`src/rtl/mem_init_pkg.sv`:
```
// Shared types and constants for the dual-port memory initiator.
package mem_init_pkg;

  localparam int unsigned WORD_W          = 32;
  localparam int unsigned MASK_W          = 4;
  localparam int unsigned TIMEOUT_DEFAULT = 64;
  // TIMEOUT tops out at 255, so an 8-bit cycle counter is enough.
  localparam int unsigned CNT_W           = 8;

  typedef enum logic [1:0] {
    StIdle,
    StIssue,
    StDone,
    StErr
  } port_state_e;

endpackage

```
`src/rtl/mem_port_fsm.sv`:
```
// One initiator port: accepts a request, drives the memory strobe until a
// response or timeout arrives, then pulses done or err for one cycle.
module mem_port_fsm
  import mem_init_pkg::*;
#(
  parameter bit          WRITE_EN = 1'b0,
  parameter int unsigned TIMEOUT  = TIMEOUT_DEFAULT
) (
  input  logic              clk,
  input  logic              rst,
  input  logic              req,
  input  logic              we,
  input  logic [WORD_W-1:0] addr,
  input  logic [WORD_W-1:0] wdata,
  input  logic [MASK_W-1:0] wmask,
  output logic              ready,
  output logic [WORD_W-1:0] rdata,
  output logic              done,
  output logic              err,
  output logic              mem_read,
  output logic              mem_write,
  output logic [WORD_W-1:0] mem_addr,
  output logic [WORD_W-1:0] mem_wdata,
  output logic [MASK_W-1:0] mem_wmask,
  input  logic [WORD_W-1:0] mem_rdata,
  input  logic              mem_resp
);

  localparam logic [CNT_W-1:0] LastCnt = CNT_W'(TIMEOUT - 1);

  port_state_e       state_q, state_d;
  logic [CNT_W-1:0]  cnt_q, cnt_d;
  logic [WORD_W-1:0] addr_q, addr_d;
  logic [WORD_W-1:0] wdata_q, wdata_d;
  logic [MASK_W-1:0] wmask_q, wmask_d;
  logic              we_q, we_d;
  logic [WORD_W-1:0] rdata_q, rdata_d;

  // Next-state: accept in idle, wait for resp or timeout while issuing.
  always_comb begin
    state_d = state_q;
    cnt_d   = cnt_q;
    addr_d  = addr_q;
    wdata_d = wdata_q;
    wmask_d = wmask_q;
    we_d    = we_q;
    rdata_d = rdata_q;
    unique case (state_q)
      StIdle: begin
        if (req) begin
          addr_d  = addr;
          we_d    = WRITE_EN ? we : 1'b0;
          wdata_d = WRITE_EN ? wdata : '0;
          wmask_d = WRITE_EN ? wmask : '0;
          cnt_d   = '0;
          state_d = (addr[1:0] != 2'b00) ? StErr : StIssue;
        end
      end
      StIssue: begin
        if (mem_resp) begin
          if (!we_q) rdata_d = mem_rdata;
          state_d = StDone;
        end else if (cnt_q == LastCnt) begin
          state_d = StErr;
        end else begin
          cnt_d = cnt_q + 1'b1;
        end
      end
      StDone:  state_d = StIdle;
      StErr:   state_d = StIdle;
      default: state_d = StIdle;
    endcase
  end

  // State and request registers; reset discards any transaction in flight.
  always_ff @(posedge clk) begin
    if (rst) begin
      state_q <= StIdle;
      cnt_q   <= '0;
      addr_q  <= '0;
      wdata_q <= '0;
      wmask_q <= '0;
      we_q    <= 1'b0;
      rdata_q <= '0;
    end else begin
      state_q <= state_d;
      cnt_q   <= cnt_d;
      addr_q  <= addr_d;
      wdata_q <= wdata_d;
      wmask_q <= wmask_d;
      we_q    <= we_d;
      rdata_q <= rdata_d;
    end
  end

  // Outputs decode purely from registered state, so strobes are glitch-free.
  always_comb begin
    ready     = (state_q == StIdle);
    done      = (state_q == StDone);
    err       = (state_q == StErr);
    mem_read  = (state_q == StIssue) && !we_q;
    mem_write = (state_q == StIssue) && we_q;
    mem_addr  = addr_q;
    mem_wdata = wdata_q;
    mem_wmask = wmask_q;
    rdata     = rdata_q;
  end

endmodule

```
`src/rtl/mem_initiator_dp.sv`:
```
// Dual-port memory initiator: read-only port A and read/write port B run
// independent FSMs with no ordering between them.
module mem_initiator_dp
  import mem_init_pkg::*;
#(
  parameter int unsigned TIMEOUT = TIMEOUT_DEFAULT
) (
  input  logic              clk,
  input  logic              rst,
  input  logic              a_req,
  input  logic [WORD_W-1:0] a_addr,
  output logic              a_ready,
  output logic [WORD_W-1:0] a_rdata,
  output logic              a_done,
  output logic              a_err,
  input  logic              b_req,
  input  logic              b_we,
  input  logic [WORD_W-1:0] b_addr,
  input  logic [WORD_W-1:0] b_wdata,
  input  logic [MASK_W-1:0] b_wmask,
  output logic              b_ready,
  output logic [WORD_W-1:0] b_rdata,
  output logic              b_done,
  output logic              b_err,
  output logic              read_a,
  output logic [WORD_W-1:0] address_a,
  input  logic [WORD_W-1:0] rdata_a,
  input  logic              resp_a,
  output logic              read_b,
  output logic              write,
  output logic [WORD_W-1:0] address_b,
  output logic [WORD_W-1:0] wdata,
  output logic [MASK_W-1:0] wmask,
  input  logic [WORD_W-1:0] rdata_b,
  input  logic              resp_b
);

  // Port A never writes; its write-side outputs are constant and dropped.
  logic              unused_a_write;
  logic [WORD_W-1:0] unused_a_wdata;
  logic [MASK_W-1:0] unused_a_wmask;

  mem_port_fsm #(
    .WRITE_EN (1'b0),
    .TIMEOUT  (TIMEOUT)
  ) u_port_a (
    .clk       (clk),
    .rst       (rst),
    .req       (a_req),
    .we        (1'b0),
    .addr      (a_addr),
    .wdata     ('0),
    .wmask     ('0),
    .ready     (a_ready),
    .rdata     (a_rdata),
    .done      (a_done),
    .err       (a_err),
    .mem_read  (read_a),
    .mem_write (unused_a_write),
    .mem_addr  (address_a),
    .mem_wdata (unused_a_wdata),
    .mem_wmask (unused_a_wmask),
    .mem_rdata (rdata_a),
    .mem_resp  (resp_a)
  );

  mem_port_fsm #(
    .WRITE_EN (1'b1),
    .TIMEOUT  (TIMEOUT)
  ) u_port_b (
    .clk       (clk),
    .rst       (rst),
    .req       (b_req),
    .we        (b_we),
    .addr      (b_addr),
    .wdata     (b_wdata),
    .wmask     (b_wmask),
    .ready     (b_ready),
    .rdata     (b_rdata),
    .done      (b_done),
    .err       (b_err),
    .mem_read  (read_b),
    .mem_write (write),
    .mem_addr  (address_b),
    .mem_wdata (wdata),
    .mem_wmask (wmask),
    .mem_rdata (rdata_b),
    .mem_resp  (resp_b)
  );

endmodule

```
`config.mk`:
```
export PLATFORM = sky130hd
export DESIGN_NAME = mem_initiator_dp
export DESIGN_NICKNAME = d
export VERILOG_FILES = /design/src/rtl/mem_init_pkg.sv /design/src/rtl/mem_port_fsm.sv /design/src/rtl/mem_initiator_dp.sv
export SDC_FILE = /design/constraint.sdc
export NUM_CORES = 1
export LEC_CHECK = 0
export CAP_MARGIN = 20
export CELL_PAD_IN_SITES_DETAIL_PLACEMENT = 2
export CELL_PAD_IN_SITES_GLOBAL_PLACEMENT = 2
export CORE_AREA = 2 2 184 186
export CTS_CLUSTER_SIZE = 10
export DETAILED_ROUTE_END_ITERATION = 6
export DIE_AREA = 0 0 186 188
export PLACE_DENSITY_LB_ADDON = 0.1
export REMOVE_ABC_BUFFERS = 1
export SETUP_SLACK_MARGIN = 0.4
export SLEW_MARGIN = 40
export SYNTH_ARGS = -nofsm -noshare
export SYNTH_HDL_FRONTEND = slang
export SYNTH_SLANG_ARGS = --single-unit
```
`constraint.sdc`:
```
create_clock -name clk -period 2 [get_ports clk]
set_input_delay 0.4 -clock clk [delete_from_list [all_inputs] [get_ports clk]]
set_output_delay 0.4 -clock clk [all_outputs]
set_load 0.01 [all_outputs]
```
# After elaboration in Yosys (flattened, before gate mapping)
# Index checks and enable logic that the tools add are counted.
# word_totals
regBits	185
inputBits	171
output_inout_bits	173
# classes
addsub	2
eq_ne	16
muxes	18
n_bitwise	1
reduce_logical	19
# ops
cell	n
$mux W8	6
$pmux W8 S2	2
$add A8 B1 Y8 const B	2
$eq A8 B6 Y1 const B	2
$mux W2	8
$ne A2 B2 Y1 const B	6
$pmux W2 S3	2
$reduce_and A2 Y1	5
$eq A2 B2 Y1 const B	4
$reduce_and A4 Y1	2
$reduce_bool A2 Y1	4
$ne A3 B2 Y1 const B	2
$eq A2 B1 Y1 const B	2
$logic_not A2 Y1	2
$reduce_or A2 Y1	2
$reduce_and A3 Y1	1
$logic_and A1 B1 Y1	2
$logic_not A1 Y1	1
$not A1 Y1	1

# Longest topological paths before layout
# Gate-level depths: netlist of run 1.
# depth
ltp_word	4
mapped_depth	8
ltp_nobuf	5

# Hierarchy
# From an unflattened synthesis of run 1, not the netlist that was laid out.
# hier_totals
hier_cells	892
area_unflattened_um2	6999.2
# modules_own_cells
module	n_inst	cells_each	area_per_inst_um2	seq_area_each_um2
mem_port_fsm at u_port_b	1	507	3972.6	2222.1
mem_port_fsm at u_port_a	1	384	3022.9	1481.4
mem_initiator_dp	1	1	3.8	0.0

# Worst setup path after synthesis of run 1
# Ideal clock, no wire load.
# synth_timing
path_kind	register -> register
start	reg u_port_a.cnt_q[0]
end	reg u_port_a.cnt_q[7]
setup_ns	0.069
t_arrival_ns	1.478
t_required_ns	1.931
setup_slack_ns	0.454
path_stages_with_launch	6
path_buffers	0
cell_sequence	dfxtp_1 > ha_1 > and3_1 > a21o_1 > or4_1 > o21ai_1
# synth_between
elab_chain_cells	4
# synth_lines
element	line	rtl
from (decl)	mem_port_fsm.sv:32	logic [CNT_W-1:0] cnt_q, cnt_d;
from (signal assigned)	mem_port_fsm.sv:87	cnt_q <= cnt_d;
$add A8 B1 Y8	mem_port_fsm.sv:66	cnt_d = cnt_q + 1'b1;
$mux W8	mem_port_fsm.sv:63	end else if (cnt_q == LastCnt) begin
$mux W8	mem_port_fsm.sv:60	if (mem_resp) begin
$pmux W8 S2	mem_port_fsm.sv:48	unique case (state_q)
# Parallel ways exist; a longest one is shown, timed or not. The select of a mux whose other input is x is not followed.
# A chain may end at the register's enable or synchronous reset.

# Worst setup path after layout of run 1
# layout_timing
start	reg u_port_b.state_q[1]
end	out read_b
# layout_between
elab_chain_cells	2
# layout_lines
element	line	rtl
from (decl)	mem_port_fsm.sv:31	port_state_e state_q, state_d;
from (signal assigned)	mem_port_fsm.sv:78	state_q <= StIdle;
from (signal assigned)	mem_port_fsm.sv:86	state_q <= state_d;
$eq A2 B1 Y1	mem_port_fsm.sv:101	mem_read = (state_q == StIssue) && !we_q;
$logic_and A1 B1 Y1	mem_port_fsm.sv:101	
to (decl)	mem_initiator_dp.sv:29	output logic read_b,
# Every way passes these cells.

==> flow_summary.json, run 1 <==
{
  "cpPeakStageDelay_ps": 360,
  "die_x_um": 186,
  "root_buffer": "clkbuf_16",
  "synth_largest_area_cell": "dfxtp_1",
  "rr_startpoint": "u_port_a.state_q[0]",
  "powerDensity_nw_per_um2": 766,
  "clock_path_buffers": 2,
  "hold_end": "u_port_b.mem_addr[27]",
  "num_vias": 7176,
  "r2r_end": "u_port_a.cnt_q[1]",
  "grtUsageTotal_pct": 15.7,
  "grt_pass1_vias": 7750,
  "final_nets": 1382,
  "yosysUniqueCellTypes": 45,
  "cp.buffers_inverters": 2,
  "drv_slew": 0,
  "cp_cell_sequence": "buf_6 -> nor3b_4 -> buf_6",
  "reg2reg_slack_ps": 450,
  "ctsHtreeMaxLevel": 4,
  "tightest_slew_ps": 540,
  "cpMaxStageDelayCell": "dfxtp_4",
  "first_pass_iters": 4,
  "worstHoldStart": "rst",
  "synth_top_area_share_pct": 54.1,
  "muxShareOfSynthArea_pct": 0,
  "period_share_pct": 82.6,
  "finClkSkew_ps": 7.22,
  "dp_cells": 1627,
  "die_h_um": 188,
  "cp-start-kind": "register",
  "drt_iter0_markers": 208,
  "crit_top_cell": "buf_6",
  "rsz0062_at_grt": "yes",
  "synth_top_family_by_area": "simple AND/OR/NAND/NOR gates",
  "synth-xor-area-share_pct": 0,
  "drt_wl_total_mm": 27.4,
  "crit_family": "flip-flops",
  "start_util_pct": 20.7,
  "synth_area_sq_um": 6840,
  "outcome": "complete, no violations",
  "drcViolationCount": 0,
  "drive_above_1_share_pct": 8.11,
  "async_reset_ff_share_pct": 0,
  "hold_depth": 2,
  "final_cells": 1669,
  "relSlewSlack_pct": 64.0,
  "insertion_delay_ps": 440,
  "cts_sinks": 185,
  "hold_violations": 0,
  "avgViaCountPerCell": 4.30,
  "num_antenna_cells": 0,
  "yosys_register_bits": 185,
  "io_buffers": 343,
  "p_leak_uw": 0.00478,
  "grt_pass1_wl_mm": 42.6,
  "crit_fanout": 5,
  "criticalPathCategory": "register to output pin",
  "syn_area_per_cell_sq_um": 7.86,
  "synth-compound-area-share_pct": 16.4,
  "synth_area_leaders": "dfxtp_1 (54%), nand2_1 (19%), a21oi_1 (13%)",
  "period_needed_ps": 1650,
  "cts_hold_buf": 0,
  "ant_nets": 0,
  "yosysSeqAreaShare_pct": 54.1,
  "wl_per_cell_um": 16.4,
  "antenna_found_initial": 3,
  "synthToLayoutAreaGrowth_pct": 66.5,
  "synth_edf_count": 0,
  "core_region_area_sq_um": 33100,
  "dpl.hpwl_mm": 19.9,
  "ys.flop_type": "dfxtp_1",
  "path_clk_slew_ps": 70,
  "cts_buffers": 17,
  "fmax_ghz": 0.605,
  "synth_fa_ha_area_share_pct": 0.366,
  "cp-end-kind": "output pin",
  "rr_worst_depth": 5,
  "grt_max_degree": 46,
  "die_area_sq_um": 35000,
  "grt-ovfl-total": 0,
  "required_ps": 1600,
  "maxCapViolCount": 0,
  "fp-row-count": 67,
  "cp.arrival_ps": 1250,
  "setup_viol": 0,
  "yosysWarnings": 0,
  "cts_tree": "built",
  "ir_drop_v": 0.000588,
  "whs_ps": 298,
  "yosys.area_share.simple_pct": 24.7,
  "ioPinCount": 344,
  "gp_congestion": 0.706,
  "min_path_type": "input port to register",
  "synthCells": 870
}
final cells by class:
| cell class | instances | area, sq um |
|---|---|---|
| well taps | 448 | 561 |
| inverters | 6 | 25.0 |
| fillers | 3806 | 21700 |
| repair buffers | 380 | 3610 |
| flip-flops and latches | 185 | 3720 |
| clock inverters | 6 | 65.1 |
| clock buffers | 25 | 495 |
| multi-input cells | 619 | 2910 |
layer usage:
layer | track usage [%] | routed length [um]
met3 | 8.47 | 3150
met5 | 0 | 34
met4 | 4.82 | 338
met2 | 25.8 | 12600
met1 | 17.4 | 11300
synthesized netlist by cell type (all sizes together) (6+ instances only):
cell type,instances
a21oi,179
dfxtp,185
clkbuf,32
nand3,9
nand2,344
or4,7
nand2b,8
nor2,8
and2,8
buf,28
o21ai,10
inv,6
placed cells by master, fill, tap and decap left out, drive strengths merged, types with 2 or more instances in the layout:
master and instances:
nand2 344, and3 3, or3 2, and2 8, clkdlybuf4s50 169, o32ai 2
nor2b 3, ha 2, o31ai 2, a211oi 3, o22ai 2, nor2 8
dlygate4sd2 163, nand2b 8, clkbuf 25, nor3b 2, nor3 3, o21ai 10
dfxtp 185, inv 6, a21o 3, clkinv 4, o21a 2, buf 47
or4 7, o211ai 2, a21oi 179, a31oi 2, nand3 9, and4bb 2
cells by family after synthesis:
| logic type | count (synthesis) |
|---|---|
| and+or+nand+nor | 405 |
| buffers and inverters | 66 |
| AOI/OAI and AO/OA | 212 |
| DFF | 185 |
| adders and majority gates | 2 |
flip-flops by register name (all words and copies together), names as in the netlist, 2 cells and up:
name,count
u_port_b.mem_addr,32
u_port_b.rdata,32
u_port_a.rdata,32
u_port_b.mem_wmask,4
u_port_b.mem_wdata,32
u_port_a.cnt_q,8
u_port_b.cnt_q,8
u_port_a.mem_addr,32
u_port_b.state_q,2
u_port_a.state_q,2
worst max path at each step:
stage                             start                    to  slack, ps  cells after the start
finish              u_port_b.state_q[1]                read_b        350                      3
global route        u_port_b.state_q[1]                read_b        290                      3
CTS                 u_port_b.state_q[0]                 write        230                      3
detailed placement               resp_b     u_port_b.rdata[7]         70                      6
global placement                  a_req     u_port_a.cnt_q[1]        100                      5
floorplan           u_port_b.state_q[1]  u_port_b.mem_addr[0]       -180                      4
report_power, final:
group | internal [uW] | total [uW] | switching, uW
combinational | 735 | 1440 | 710
sequential | 3870 | 3970 | 96.8
clock | 1840 | 3310 | 1460
total | 6450 | 8720 | 2270
repair_timing:
item                                    CTS  global route
buffers inserted                          9             2
endpoints found under the setup margin  181            46
resized for setup                       224            19
endpoints found under the hold margin     0             0
pin swaps                                 2             6
per-stage QoR:
| stage | utilization (%) | area (sq um) | power [uW] | setup WS [ps] | setup TNS [ps] |
|---|---|---|---|---|---|
| finish | 34.4 | 11400 | 8720 | 348 | 0 |
| global route | 34.4 | 11400 | 9250 | 285 | 0 |
| CTS | 34.2 | 11300 | 8930 | 233 | 0 |
| detailed placement | 32.8 | 10900 | 5630 | 74.3 | 0 |
| global placement | 32.8 | 10900 | 5600 | 105 | 0 |
| floorplan | - | 6570 | 4530 | -180 | -12420 |
Power figures use the tool's default switching activity.
==> run 2: changes to the inputs <==
--- a/config.mk
+++ b/config.mk
@@ -8,10 +8,10 @@
 export CAP_MARGIN = 20
 export CELL_PAD_IN_SITES_DETAIL_PLACEMENT = 2
 export CELL_PAD_IN_SITES_GLOBAL_PLACEMENT = 2
-export CORE_AREA = 2 2 184 186
+export CORE_AREA = 2 2 193 195
 export CTS_CLUSTER_SIZE = 10
 export DETAILED_ROUTE_END_ITERATION = 6
-export DIE_AREA = 0 0 186 188
+export DIE_AREA = 0 0 195 197
 export PLACE_DENSITY_LB_ADDON = 0.1
 export REMOVE_ABC_BUFFERS = 1
 export SETUP_SLACK_MARGIN = 0.4
==> constraint.sdc (replaced) <==
create_clock -name clk -period 1.5 [get_ports clk]
set_input_delay 0.3 -clock clk [delete_from_list [all_inputs] [get_ports clk]]
set_output_delay 0.3 -clock clk [all_outputs]
set_load 0.01 [all_outputs]
==> run 2 against run 1 <==
  * The flow now finishes with violations (setup timing)
  * Non-clock buffer count is 63 higher
  * Routed wire length is 21% higher
  * Register-to-register slack worse by 470 ps
  * Final cell count is 5.1% higher
  * Global-route usage is 0.58 points lower
  * Hold slack worse by 190 ps
  * Sequential cell count stayed put
  * First-iteration DRC count is 36% lower
  * Clock power is 41% higher
  * Cell area is 31% higher
  * Power is 52% higher
  * Sequential share of layout area is 6.4 points lower
  * Critical endpoint is now u_port_a.cnt_q[0]
  * Highest routed layer unchanged
==> flow_summary.json, run 2 (synthesized netlist as in run 1, its figures left out) <==
{
  "period_needed_ps": 1520,
  "final_cell_mix": "buf_6 (187), nand2_1 (182), dfxtp_2 (173)",
  "finClkSkew_ps": 9.57,
  "first_pass_iters": 4,
  "hold_violations": 0,
  "core_region_area_sq_um": 36300,
  "crit_fanout": 4,
  "gp_congestion": 0.712,
  "cp-end-kind": "register",
  "powerDensity_nw_per_um2": 889,
  "violations": "setup timing",
  "fmax_ghz": 0.656,
  "dpl.hpwl_mm": 20.4,
  "ctsHtreeMaxLevel": 4,
  "ioPinCount": 344,
  "dp_slack_ps": -292,
  "setup_slack_ps": -23.6,
  "die_area_sq_um": 38400,
  "fillers": 3851,
  "r2r_end": "u_port_a.cnt_q[0]",
  "wl_per_cell_um": 18.8,
  "cpMaxStageDelayCell": "dfxtp_2",
  "setup_viol": 3,
  "final_nets": 1445,
  "ant_nets": 0,
  "die_x_um": 195,
  "outcome": "complete, but fails checks",
  "cp.arrival_ps": 1910,
  "maxCapViolCount": 0,
  "dr_wl_met3_mm": 3.03,
  "grtUsageTotal_pct": 15.1,
  "tightest_slew_ps": 739,
  "rr_worst_depth": 6,
  "rsz0062_at_grt": "yes",
  "period_share_pct": 102,
  "fp-row-count": 70,
  "avgViaCountPerCell": 4.38,
  "synthToLayoutAreaGrowth_pct": 118,
  "top_layer": "met5",
  "drcViolationCount": 0,
  "insertion_delay_ps": 460,
  "grt_pass1_wl_mm": 45.2,
  "hold_end": "u_port_a.rdata[10]",
  "cpPeakStageDelay_ps": 340,
  "die_h_um": 197,
  "num_vias": 7687,
  "drt_wl_total_mm": 33.0,
  "hold_depth": 2,
  "dpl_cell_area_sq_um": 11200,
  "cts_tree": "built",
  "cp-start-kind": "register",
  "worstHoldStart": "rst",
  "cts_buffers": 17,
  "drive_above_1_share_pct": 66.2,
  "grt-ovfl-total": 0,
  "final_common_cell": "buf_6",
  "reg2reg_slack_ps": -20,
  "drv_slew": 0,
  "antenna_found_initial": 3,
  "whs_ps": 110,
  "required_ps": 1880,
  "clock_path_buffers": 2,
  "start_util_pct": 18.9,
  "criticalPathCategory": "register to register",
  "rr_startpoint": "u_port_a.cnt_q[0]",
  "wl_met1_mm": 13.2,
  "root_buffer": "clkbuf_16",
  "cts_sinks": 185,
  "drt_iter0_markers": 133,
  "wl_met2_mm": 16.4,
  "tns_ps": -32.6,
  "path_clk_slew_ps": 70,
  "relSlewSlack_pct": 50.7,
  "ir_drop_v": 0.000841,
  "min_path_type": "input port to register",
  "p_leak_uw": 0.00618,
  "cp_cell_sequence": "ha_4 -> and3_4 -> a21o_1 -> buf_6 -> or3_4 -> a21oi_2",
  "grt_pass1_vias": 8007,
  "grt_max_degree": 66,
  "io_buffers": 343,
  "design_area_sq_um": 14900,
  "totalPowerFinal_uw": 13300
}
[run 2: what timing repair did]
action                     in CTS  in global routing
gates resized for setup      1095                549
gates cloned                    0                 19
pin swaps                      49                264
setup endpoints to repair     357                357
setup buffers                   6                 20
hold buffers                    0                  0
[run 2: area by class of cell]
| class | instances | area, sq um | share of cell area [%] |
|---|---|---|---|
| Timing Repair Buffer | 443 | 4950 | 33.1 |
| Multi-Input combinational cell | 619 | 4870 | 32.6 |
| Sequential cell | 185 | 3930 | 26.3 |
| Tap cell | 468 | 586 | 3.92 |
| Clock buffer | 24 | 482 | 3.22 |
| Clock inverter | 8 | 93.8 | 0.628 |
| Inverter | 6 | 25.0 | 0.167 |
| Antenna cell | 1 | 2.50 | 0.0167 |
[run 2: worst max path at each step]
stage	slack [ps]	to	start	cells after the start
after global placement	-270	u_port_a.cnt_q[7]	resp_a	5
after floorplan	-680	u_port_b.mem_addr[0]	u_port_b.state_q[1]	4
final	-20	u_port_a.cnt_q[0]	u_port_a.cnt_q[0]	6
after detailed placement	-290	u_port_b.cnt_q[0]	resp_b	5
after CTS	-70	u_port_a.cnt_q[0]	u_port_a.cnt_q[1]	6
after global routing	-80	read_b	u_port_b.state_q[1]	2
[run 2: worst max-delay path, delay by kind of cell (launching register included)]
| family | cells | cell delay [ps] |
|---|---|---|
| DFF | 1 | 340 |
| buffers and inverters | 1 | 130 |
| AOI/OAI and AO/OA | 2 | 320 |
| adders and majority gates | 1 | 160 |
| and+or+nand+nor | 2 | 500 |
[run 2: through the flow]
step	instances	util (%)
floorplan	810	-
finish	1754	41.2
CTS	1714	34.4
global placement	1676	30.8
detailed placement	1676	30.8
global route	1753	41.2
[run 2: where the power goes]
part,switching (uW),internal [uW]
combinational,1510,1680
clock,2100,2580
sequential,194,5220
total,3810,9480
[run 2: metal layers]
| metal | vias to the layer above | global-route usage, % |
|---|---|---|
| li1 | 3677 | - |
| met4 | 2 | 4.33 |
| met1 | 3773 | 16.9 |
| met5 | - | 0 |
| met3 | 20 | 7.65 |
| met2 | 215 | 25.4 |
